===== src/rtl/pipeline_hazard_ctrl.sv =====
// -----------------------------------------------------------------------------
// pipeline_hazard_ctrl
//
// Central stall/flush sequencer for the 5-stage pipeline. Load-use hazards,
// instruction-fetch wait, data-memory busy and EX-stage redirects (taken
// branch or jump) are merged into per-stage enable and flush strobes. Two
// saturating performance counters track stalled cycles and accepted redirects.
//
// Parameters
//   REG_W       register-index width
//   CNT_W       performance-counter width
//   BR_PENALTY  extra IF/ID bubble cycles after a redirect (0..7)
//
// Ports
//   clk           rising-edge clock
//   rst           asynchronous active-low reset
//   id_rs1        rs1 of the instruction in ID
//   id_rs2        rs2 of the instruction in ID
//   id_uses_rs2   ID instruction reads rs2
//   ex_mem_read   EX instruction is a load
//   ex_rd         destination register of the EX instruction
//   redirect      taken branch or jump resolved in EX
//   imem_ready    instruction memory returns valid data this cycle
//   dmem_busy     data memory not done; the whole pipeline freezes
//   clr_counters  synchronous clear of both performance counters
//   pc_en         PC register load enable
//   ifid_en       IF/ID load enable
//   ifid_flush    IF/ID loads a bubble
//   idex_flush    ID/EX loads a bubble
//   exmem_en      EX/MEM and MEM/WB load enable
//   state         sequencer state (0 RUN, 1 MEM_WAIT, 2 REDIRECT)
//   stall_count   saturating count of cycles with pc_en=0
//   flush_count   saturating count of accepted redirects
// -----------------------------------------------------------------------------
module pipeline_hazard_ctrl #(
  parameter int REG_W      = 5,
  parameter int CNT_W      = 32,
  parameter int BR_PENALTY = 1
) (
  input  logic             clk,
  input  logic             rst,
  input  logic [REG_W-1:0] id_rs1,
  input  logic [REG_W-1:0] id_rs2,
  input  logic             id_uses_rs2,
  input  logic             ex_mem_read,
  input  logic [REG_W-1:0] ex_rd,
  input  logic             redirect,
  input  logic             imem_ready,
  input  logic             dmem_busy,
  input  logic             clr_counters,
  output logic             pc_en,
  output logic             ifid_en,
  output logic             ifid_flush,
  output logic             idex_flush,
  output logic             exmem_en,
  output logic [1:0]       state,
  output logic [CNT_W-1:0] stall_count,
  output logic [CNT_W-1:0] flush_count
);

  typedef enum logic [1:0] {
    S_RUN      = 2'd0,
    S_MEM_WAIT = 2'd1,
    S_REDIRECT = 2'd2,
    S_ILLEGAL  = 2'd3
  } state_e;

  // What the pipeline does this cycle. Every state funnels into one of these,
  // so the output and next-state logic share a single priority decision.
  typedef enum logic [2:0] {
    A_FREEZE   = 3'd0,
    A_REDIRECT = 3'd1,
    A_BUBBLE   = 3'd2,
    A_LOADUSE  = 3'd3,
    A_IFWAIT   = 3'd4,
    A_GO       = 3'd5
  } action_e;

  localparam logic [2:0]       PEN     = 3'(BR_PENALTY);
  localparam logic [CNT_W-1:0] CNT_MAX = '1;

  state_e           state_q, state_d;
  logic [2:0]       pcnt_q, pcnt_d;
  logic [CNT_W-1:0] stall_q, stall_d;
  logic [CNT_W-1:0] flush_q, flush_d;
  action_e          action;
  logic             lu;

  // Load-use: the load in EX writes a register the ID instruction reads.
  // x0 never carries a dependency.
  assign lu = ex_mem_read && (ex_rd != '0) &&
              ((ex_rd == id_rs1) || (id_uses_rs2 && (ex_rd == id_rs2)));

  // Priority decode. MEM_WAIT with dmem_busy low and the illegal encoding
  // both fall through to the RUN rules; only REDIRECT adds the bubble case,
  // and a fresh redirect still pre-empts it.
  always_comb begin
    action = A_GO;
    if (dmem_busy) begin
      action = A_FREEZE;
    end else if (redirect) begin
      action = A_REDIRECT;
    end else if (state_q == S_REDIRECT) begin
      action = A_BUBBLE;
    end else if (lu) begin
      action = A_LOADUSE;
    end else if (!imem_ready) begin
      action = A_IFWAIT;
    end else begin
      action = A_GO;
    end
  end

  // State register and counters.
  always_ff @(posedge clk or negedge rst) begin
    if (!rst) begin
      state_q <= S_RUN;
      pcnt_q  <= '0;
      stall_q <= '0;
      flush_q <= '0;
    end else begin
      state_q <= state_d;
      pcnt_q  <= pcnt_d;
      stall_q <= stall_d;
      flush_q <= flush_d;
    end
  end

  // Next-state logic.
  always_comb begin
    state_d = S_RUN;
    pcnt_d  = pcnt_q;
    unique case (action)
      A_FREEZE: begin
        // A freeze inside the penalty window keeps the window intact;
        // anywhere else it parks in MEM_WAIT until memory releases.
        state_d = (state_q == S_REDIRECT) ? S_REDIRECT : S_MEM_WAIT;
      end
      A_REDIRECT: begin
        pcnt_d  = PEN;
        state_d = (PEN != 3'd0) ? S_REDIRECT : S_RUN;
      end
      A_BUBBLE: begin
        state_d = S_REDIRECT;
        if (imem_ready) begin
          // Only a fetched (and discarded) instruction consumes a bubble.
          if (pcnt_q <= 3'd1) begin
            pcnt_d  = '0;
            state_d = S_RUN;
          end else begin
            pcnt_d = pcnt_q - 3'd1;
          end
        end
      end
      default: begin
        state_d = S_RUN;
      end
    endcase

    // Clear wins over increment; both counters stick at all-ones.
    if (clr_counters) begin
      stall_d = '0;
    end else if (!pc_en && (stall_q != CNT_MAX)) begin
      stall_d = stall_q + 1'b1;
    end else begin
      stall_d = stall_q;
    end

    if (clr_counters) begin
      flush_d = '0;
    end else if ((action == A_REDIRECT) && (flush_q != CNT_MAX)) begin
      flush_d = flush_q + 1'b1;
    end else begin
      flush_d = flush_q;
    end
  end

  // Output logic. While reset is held the pipeline is frozen with bubbles
  // injected so nothing stale escapes when reset releases.
  always_comb begin
    pc_en      = 1'b0;
    ifid_en    = 1'b0;
    ifid_flush = 1'b0;
    idex_flush = 1'b0;
    exmem_en   = 1'b0;
    if (!rst) begin
      ifid_flush = 1'b1;
      idex_flush = 1'b1;
    end else begin
      unique case (action)
        A_FREEZE: begin
        end
        A_REDIRECT: begin
          pc_en      = 1'b1;
          ifid_en    = 1'b1;
          ifid_flush = 1'b1;
          idex_flush = 1'b1;
          exmem_en   = 1'b1;
        end
        A_BUBBLE: begin
          pc_en      = imem_ready;
          ifid_en    = 1'b1;
          ifid_flush = 1'b1;
          exmem_en   = 1'b1;
        end
        A_LOADUSE: begin
          idex_flush = 1'b1;
          exmem_en   = 1'b1;
        end
        A_IFWAIT: begin
          ifid_en    = 1'b1;
          ifid_flush = 1'b1;
          exmem_en   = 1'b1;
        end
        default: begin
          pc_en    = 1'b1;
          ifid_en  = 1'b1;
          exmem_en = 1'b1;
        end
      endcase
    end
  end

  assign state       = state_q;
  assign stall_count = stall_q;
  assign flush_count = flush_q;

endmodule


===== config.mk =====
export PLATFORM = sky130hd
export DESIGN_NAME = pipeline_hazard_ctrl
export DESIGN_NICKNAME = d
export VERILOG_FILES = /design/src/rtl/pipeline_hazard_ctrl.sv
export SDC_FILE = /design/constraint.sdc
export NUM_CORES = 1
export LEC_CHECK = 0
export CAP_MARGIN = 20
export CORE_MARGIN = 3
export CORE_UTILIZATION = 45
export DETAILED_ROUTE_END_ITERATION = 8
export GPL_TIMING_DRIVEN = 0
export MAX_ROUTING_LAYER = met4
export PLACE_DENSITY = 0.71
export SLEW_MARGIN = 10
export SYNTH_ARGS = -nofsm -noshare
export SYNTH_HDL_FRONTEND = slang
export SYNTH_SLANG_ARGS = --single-unit

===== constraint.sdc =====
create_clock -name clk -period 4.4 [get_ports clk]
set_input_delay 1.32 -clock clk [delete_from_list [all_inputs] [get_ports clk]]
set_output_delay 1.32 -clock clk [all_outputs]
set_load 0.01 [all_outputs]

-- Word-level counts from Yosys, hierarchy flattened
Cells that the tools add are included.
- equal/unequal tests: 10
- muxes and demuxes: 26
- order comparisons: 1
- reduce and logical (&&, ||, !) cells: 17
- $add $sub $neg: 3
- operator list (operator ; number):
    $mux 32 ; 4
    $add 32x1->32 const B ; 2
    $ne 32x32->1 const B ; 2
    $mux 3 ; 6
    $eq 5x5->1 ; 2
    $mux 1 ; 10
    $eq 3x2->1 const B ; 2
    $mux 2 ; 3
    $pmux 2 s3 ; 1
    $pmux 3 s2 ; 1
    $reduce_bool 2->1 ; 3
    $reduce_or 3->1 ; 2
    $logic_and 1x1->1 ; 5
    $reduce_bool 5->1 ; 1
    $reduce_or 2->1 ; 2
    $eq 3x1->1 const B ; 1
    $eq 3x3->1 const B ; 1
    $le 3x1->1 const B ; 1
    $logic_not 3->1 ; 1
    $sub 3x1->3 const B ; 1
    $eq 2x2->1 const B ; 1
    $ne 2x2->1 const B ; 1
    $pmux 1 s2 ; 1
    $reduce_and 2->1 ; 1
    other kinds (2) ; 2
- word-level logic and storage cells: 61
- register bits: 69
- bits of input ports: 23

-- Depth between registers and ports, before layout
Gate-level depths: netlist of run 1.
- word-level depth: 16
- depth in mapped cells: 10
- mapped depth without buffers: 7

-- Least setup slack after synthesis of run 1
OpenSTA, ideal clock, no wires.
- path kind: input -> output
- start point: input rst
- end point: output pc_en
- data arrival time: 2.601 ns
- path slack: 0.479 ns
- stages: 6
- cell sequence: nor2b_1 > o21ai_1 > a41o_1 > o21ai_1 > clkbuf_1 > clkbuf_1
- longest elaborated chain between the ends: 1
- ends and longest elaborated chain (item ; RTL line ; text):
    from (decl) ; 41 ; input logic rst,
    $mux 1 ; 186 ; if (!rst) begin
    to (decl) ; 51 ; output logic pc_en,
Every way passes these cells.

-- Worst setup path after layout of run 1
- start point: input ex_rd[4]
- end point: register stall_q[27] (netlist: stall_count[27])
- longest elaborated chain between the ends: 15
- elaborated cells between the ends (all ways): 21
- those cells by class: 5 x eq/ne; 6 x mux; 10 x reduce/logical
- ends and longest elaborated chain (item ; RTL line ; text):
    from (decl) ; 46 ; input logic [REG_W-1:0] ex_rd,
    $eq 5x5->1 ; 92 ; ((ex_rd == id_rs1) || (id_uses_rs2 && (ex_rd == id_rs2)));
    $logic_and 1x1->1 ; 92 ;
    $logic_or 1x1->1 ; 92 ;
    $logic_and 1x1->1 (*) ; 91 ; assign lu = ex_mem_read && (ex_rd != '0) &&
    $mux 3 (*) ; 105 ; end else if (lu) begin
    $mux 3 (*) ; 103 ; end else if (state_q == S_REDIRECT) begin
    $mux 3 (*) ; 101 ; end else if (redirect) begin
    $mux 3 (*) ; 99 ; if (dmem_busy) begin
    $eq 3x2->1 (tied with other cells) ; 190 ; unique case (action)
    $reduce_or 3->1 (no line) ; - ;
    $pmux 1 s2 (*) ; 190 ;
    $mux 1 (*) ; 186 ;
    $logic_not 1->1 (*) ; 163 ; end else if (!pc_en && (stall_q != CNT_MAX)) begin
    $logic_and 1x1->1 (*) ; 163 ;
    $reduce_bool 2->1 (no line) (*) ; - ;
    to (signal assigned) ; 124 ; stall_q <= stall_d;
    to (decl) ; 84 ; logic [CNT_W-1:0] stall_q, stall_d;
Every way passes the cells marked *; elsewhere a longest branch is shown, timed or not.
A chain may end at the register's enable or synchronous reset.

==> results.json, run 1 <==
{
  "p_leak_uw": 0.002170,
  "startpoint_type": "input pin",
  "grt_pass1_wl_um": 18190,
  "grt_max_degree": 31,
  "synth_top_family_by_area": "simple AND/OR/NAND/NOR gates",
  "synth.area.top_cells": "dfrtp_1, xnor2_1, nor2_1, a21oi_1, o31ai_1",
  "ff2ff_path_depth": 8,
  "clock.fmax_mhz": 230.4,
  "ys_types": 50,
  "worst_pin_slew_ns": 0.8696,
  "clockBufferDepth": 2,
  "synth_top_area_share_pct": 43.03,
  "die_h_um": 100.4,
  "drc": 0,
  "yosys.area_share.simple_pct": 28.84,
  "clock-sinks": 69,
  "power_density_nw_per_um2": 241.3,
  "worstSkewPairLatency_ns": 0.35,
  "hold_class": "reg -> reg",
  "fin_skew_ns": 0.005994,
  "timing.final.crit_share_pct": 98.66,
  "setup.worst_path.end_class": "register",
  "dp_hpwl_um": 7833,
  "fin_nets": 595,
  "relSlewSlack_pct": 41.55,
  "area_delta_synth_final_pct": 39.48,
  "final_util_pct": 66.44,
  "gr-usage-all-layers_pct": 23.19,
  "met1_length_um": 4943,
  "drv_cap": 0,
  "ys_seq_area_share_pct": 43.03,
  "antenna_found_initial": 0,
  "clkPwrFrac_pct": 40.1,
  "synth_edf_count": 0,
  "ys_seq_elements": 69,
  "ys_warn_count": 0,
  "fin_crit_ns": 4.341,
  "wl_met3_um": 648,
  "timing_hold_violations_final": 0,
  "syn_inst": 447,
  "synthArstFlopShare_pct": 100.0,
  "pwr-share-comb_pct": 11.8,
  "swShare_pct": 26.11,
  "cts_hold_buf": 0,
  "yosys.area_share.adder_pct": 0.9355,
  "status": "complete, no violations",
  "top_layer": "met4",
  "wl_um": 11340,
  "synth_area_um2": 4013,
  "finalSetupViolCount": 0,
  "vdd_drop_max_mv": 0.1859,
  "synth_xor_xnor_area_share_pct": 8.076,
  "gr-total-overflow": 0,
  "htreeDepth": 3,
  "p_int_uw": 998.0,
  "synthFlopType": "dfrtp_1",
  "hold_path_depth": 1,
  "numCtsBuffers": 9,
  "core_um2": 8423,
  "io_pins": 94,
  "vias": 3901,
  "p_sw_uw": 352.6,
  "fp.dieArea_um2": 10090,
  "drt_iter0_markers": 199,
  "crit_required_ns": 4.64,
  "wl_met2_um": 5644,
  "fin_tns_setup_ns": 0,
  "cts_tree": "built",
  "wire_per_inst_um": 16.70,
  "ff2ff_setup_slack_ns": 1.90,
  "antenna_cells": 0,
  "port_buffers": 93,
  "arrival_ns": 4.58,
  "drive_gt1_share_pct": 10.63,
  "finalWeightedCongestion": 0.8188,
  "crit_type": "in -> reg",
  "final_antenna_net_count": 0,
  "crit_fanout": 4,
  "yosysTopAreaCell": "dfrtp_1",
  "die_w_um": 100.4,
  "start_util_pct": 47.64,
  "viasPerCell": 5.745,
  "core.rowCount": 33,
  "synthMuxAreaShare_pct": 1.684,
  "postSynthAreaPerCell_um2": 8.977,
  "syn_nets": 473,
  "detail_route.first_pass.iterations": 5,
  "grt_pass1_vias": 3799,
  "seqPwrFrac_pct": 48.0,
  "cts-root-buf": "clkbuf_8",
  "synth_compound_area_share_pct": 14.28,
  "cts.reportedPaths.clkPinSlew_ns": 0.08,
  "slew_viol_final": 0
}
[registers in the layout, summed over array words and instances, names as in the netlist]
name	cells
flush_count	32
pcnt_q	3
stall_count	32
state	2
[cell usage after synthesis, drive strengths merged, types with 3 or more instances]
cell type / instances
dfrtp: 69
nor2: 46
a21oi: 33
xnor2: 33
nand2: 31
nand3: 25
o31ai: 19
or4: 18
nor3: 17
clkbuf: 16
o21ai: 16
nand4: 12
nor2b: 12
or3: 12
and3: 11
inv: 11
nor4: 8
and4: 6
mux2: 6
and2: 4
buf: 4
nand2b: 4
xor2: 4
a2111oi: 3
ha: 3
nor3b: 3
[area by class of cell]
class	instances	area (µm²)
buffer	20	105.1
clock buffer	10	137.6
clock inverter	6	68.82
fill	704	2826
inverter	11	41.29
multi-input combinational	347	2245
sequential	69	1727
tap	105	131.4
timing repair buffer	111	1141
[logic make-up after synthesis]
logic type	count (synthesis)
XOR/XNOR	37
adder cells (fa/ha/maj)	3
buffers and inverters	31
AND/OR/NAND/NOR	213
multiplexers	6
flip-flops	69
AO/OA/AOI/OAI	88
[layout by cell type (no fill, tap or decap), types with 3 or more instances in the layout]
master	count
inv_1	11
a21oi_1	33
o31ai_1	19
xnor2_1	32
dlygate4sd2_1	8
and2_1	4
mux2_1	4
dlymetal6s2s_1	5
dfrtp_1	69
clkdlybuf4s50_1	77
nand3_1	24
buf_4	17
o21ai_0	9
nor2_1	44
xor2_1	4
or3_1	11
or4_1	18
nor3b_1	3
and3_1	10
clkbuf_8	12
nor4_1	7
and4_1	6
nand2_1	31
nor2b_1	10
nor3_1	16
nand2b_1	3
o21ai_1	6
nand4_1	12
ha_1	3
clkbuf_1	14
[final timing paths]
| path | startpoint | to |
|---|---|---|
| setup / recovery | ex_rd[4] | stall_count[27]$_DFFE_PN0P_ |
| hold / removal | pcnt_q[2]$_DFFE_PN0P_ | pcnt_q[2]$_DFFE_PN0P_ |
| setup reg to reg | stall_count[24]$_DFFE_PN0P_ | stall_count[1]$_DFFE_PN0P_ |
| hold reg to reg | pcnt_q[2]$_DFFE_PN0P_ | pcnt_q[2]$_DFFE_PN0P_ |
| max in group asynchronous | rst | flush_count[5]$_DFFE_PN0P_ |
| min in group asynchronous | rst | state[0]$_DFF_PN0_ |
[what timing repair did]
action | in CTS | in global routing
endpoints found under the setup margin | 4 | 7
cloned | 1 | 1
resized for setup | 25 | 18
pin swaps | 2 | 11
setup buffers | 14 | 1
[worst max-delay path: stages]
cell and delay, ns:
dlygate4sd2_1 0.29, xnor2_1 0.17, nand4_1 0.16, buf_4 0.18
buf_4 0.12, buf_4 0.12, buf_4 0.12, buf_4 0.12
buf_4 0.13, buf_4 0.12, buf_4 0.12, buf_4 0.12
buf_4 0.12, buf_4 0.12, buf_4 0.12, buf_4 0.13
o22a_4 0.21, a211o_4 0.38, nor2_4 0.12, mux2_4 0.30
[layer usage]
metal	vias up	GRT usage, %
li1	1893	-
met1	1879	28.55
met2	116	38.38
met3	13	6.393
met4	0	4.870
met5	-	-
[metrics by stage]
stage | cells | worst slack (ns) | area (µm²) | power, µW | hold WS [ns]
after global routing | 679 | -0.02646 | 5597 | 1405 | 0.5911
final | 679 | 0.05899 | 5597 | 1351 | 0.5590
after global placement | 645 | -3.574 | 5075 | 791.3 | 0.5328
after detailed placement | 646 | -1.165 | 5100 | 796.4 | 0.5434
after CTS | 677 | 0.004134 | 5493 | 1357 | 0.5609
after floorplan | 447 | 0.4786 | 4013 | 718.6 | 0.5059
[power groups by stage]
| stage | Combinational (µW) | Clock, µW | Sequential (µW) |
|---|---|---|---|
| 2_1_floorplan | 56.4 | 0 | 662 |
| 3_3_place_gp | 130 | 0 | 661 |
| 3_5_place_dp | 135 | 0 | 661 |
| 4_1_cts | 152 | 556 | 648 |
| 5_1_grt | 173 | 582 | 650 |
| 6_report | 160 | 542 | 649 |
Note: power is estimated with default switching activity, not from simulation.
==> run 2: changes to the inputs <==
- RECOVER_POWER: default -> 100
==> results.json, run 2 (synthesized netlist as in run 1, its figures left out) <==
{
  "timing.final.crit_share_pct": 98.64,
  "fp.dieArea_um2": 10090,
  "clock.fmax_mhz": 230.4,
  "cpPeakStageDelay_ns": 0.47,
  "fin_nets": 595,
  "drc": 0,
  "drt_iter0_markers": 214,
  "hold_class": "reg -> reg",
  "die_w_um": 100.4,
  "power_density_nw_per_um2": 242.2,
  "gr-usage-all-layers_pct": 23.19,
  "worst_pin_slew_ns": 1.266,
  "viasPerCell": 5.810,
  "design_area_um2": 5533,
  "r2r_end": "flush_count[18]$_DFFE_PN0P_",
  "path_buf_inv": 2,
  "final_antenna_net_count": 0,
  "antenna_cells": 0,
  "fin_crit_ns": 4.340,
  "wire_per_inst_um": 16.56,
  "numCtsBuffers": 9,
  "vias": 3945,
  "ff2ff_setup_slack_ns": 1.87,
  "critPathTopFamily": "buffers and inverters",
  "reg2reg_from": "flush_count[19]$_DFFE_PN0P_",
  "timing_hold_violations_final": 0,
  "path_cells": "clkdlybuf4s50_1, xnor2_1, nand3_2, o22ai_4, and3_4, o211a_1, o21ai_0, dlygate4sd2_1",
  "relSlewSlack_pct": 15.61,
  "die_h_um": 100.4,
  "cts-root-buf": "clkbuf_8",
  "grt_pass1_wl_um": 18190,
  "crit_fanout": 3,
  "htreeDepth": 3,
  "final_cell_mix": "dfrtp_1, dlygate4sd3_1, nor2_1, a21oi_1, xnor2_1",
  "worstSkewPairLatency_ns": 0.35,
  "p_leak_uw": 0.002365,
  "gr-total-overflow": 0,
  "drive_gt1_share_pct": 9.756,
  "hold_path_depth": 1,
  "arrival_ns": 3.02,
  "crit_type": "in -> out",
  "core_um2": 8423,
  "port_buffers": 93,
  "start_util_pct": 47.64,
  "clock-sinks": 69,
  "finalSetupViolCount": 0,
  "fillers": 714,
  "cts.reportedPaths.clkPinSlew_ns": 0.08,
  "crit_required_ns": 3.08,
  "ff2ff_path_depth": 6,
  "io_pins": 94,
  "slowest_stage": "clkdlybuf4s50_1",
  "worstSetupEndpoint": "ifid_flush",
  "post-place-ws_ns": -1.165,
  "dp_hpwl_um": 7833,
  "crit_start": "id_rs1[2]",
  "status": "complete, no violations",
  "grt_pass1_vias": 3799,
  "setup.worst_path.end_class": "output port",
  "fin_skew_ns": 0.006794,
  "slew_viol_final": 0,
  "drv_cap": 0,
  "finalWorstSetupSlack_ns": 0.05995,
  "antenna_found_initial": 0,
  "vdd_drop_max_mv": 0.1849,
  "cp.depth": 8,
  "layout_commonest_cell": "dfrtp_1",
  "area_delta_synth_final_pct": 37.89,
  "core.rowCount": 33,
  "placed_area_um2": 5100,
  "finalWeightedCongestion": 0.8188,
  "fin_tns_setup_ns": 0,
  "wl_um": 11240,
  "clockBufferDepth": 2,
  "detail_route.first_pass.iterations": 5,
  "grt_max_degree": 31,
  "startpoint_type": "input pin",
  "cts_tree": "built"
}
## run 2: changes by cell type in the layout (fill, tap and decap cells not counted), moves of 2 or more
cell,delta
clkdlybuf4s50_1,-68
and2_0,+2
clkbuf_1,+3
dlygate4sd3_1,+68
and2_1,-2
buf_4,-2
## run 2: area by class of cell
class                      instances  area [µm²]  area share [%]
buffer                            20       105.1           1.900
clock buffer                      10       137.6           2.488
clock inverter                     6       68.82           1.244
inverter                          11       41.29          0.7463
multi-input combinational        347        2235           40.39
sequential                        69        1727           31.21
tap                              105       131.4           2.374
timing repair buffer             111        1087           19.65
## run 2: worst reg2reg max path: stages (launching register included)
cell and delay [ns]:
dfrtp_1 0.45, and4_1 0.27, nand4_1 0.34, o311ai_0 0.98
nor4_1 0.13, xnor2_1 0.18, nor2_1 0.05
## run 2: worst min-delay path by stage
| stage | to | start | slack [ns] |
|---|---|---|---|
| 3_3_place_gp | pcnt_q[1]$_DFFE_PN0P_ | pcnt_q[1]$_DFFE_PN0P_ | 0.53 |
| 3_5_place_dp | pcnt_q[2]$_DFFE_PN0P_ | pcnt_q[2]$_DFFE_PN0P_ | 0.54 |
| 4_1_cts | pcnt_q[2]$_DFFE_PN0P_ | pcnt_q[2]$_DFFE_PN0P_ | 0.56 |
| 2_1_floorplan | pcnt_q[1]$_DFFE_PN0P_ | pcnt_q[1]$_DFFE_PN0P_ | 0.51 |
| 6_report | pcnt_q[2]$_DFFE_PN0P_ | pcnt_q[2]$_DFFE_PN0P_ | 0.56 |
| 5_1_grt | pcnt_q[2]$_DFFE_PN0P_ | pcnt_q[2]$_DFFE_PN0P_ | 0.59 |
## run 2: through the flow
| stage | instances | total power, µW | hold WS, ns | util [%] |
|---|---|---|---|---|
| after global routing | 679 | 1396 | 0.5911 | 65.69 |
| after floorplan | 447 | 718.6 | 0.5059 | - |
| after detailed placement | 646 | 796.4 | 0.5434 | 60.55 |
| after global placement | 645 | 791.3 | 0.5328 | 60.25 |
| final | 679 | 1340 | 0.5619 | 65.69 |
| after CTS | 677 | 1357 | 0.5609 | 65.21 |
## run 2: report_power, final
part	leakage, µW	internal (µW)	switching (µW)
Clock	0.000103	281	260
Combinational	0.00131	67.9	82.5
Sequential	0.000956	641	7.71
Total	0.00237	990	350
## run 2: timing repair
action,4_1_cts,5_1_grt
buffers inserted,14,1
hold endpoints to repair,0,0
gates resized for setup,25,18
gates cloned,1,1
pin swaps,2,11
endpoints found under the setup margin,4,7
hold buffers,0,0
## run 2: metal layers
layer	GRT usage (%)	up-vias	wire length [µm]	part of all wire [%]
met2	38.38	151	5615	50
met1	28.55	1892	4768	42
met4	4.870	0	115	1.0
met5	-	-	0	0
met3	6.393	15	743	6.6
li1	-	1887	-	-
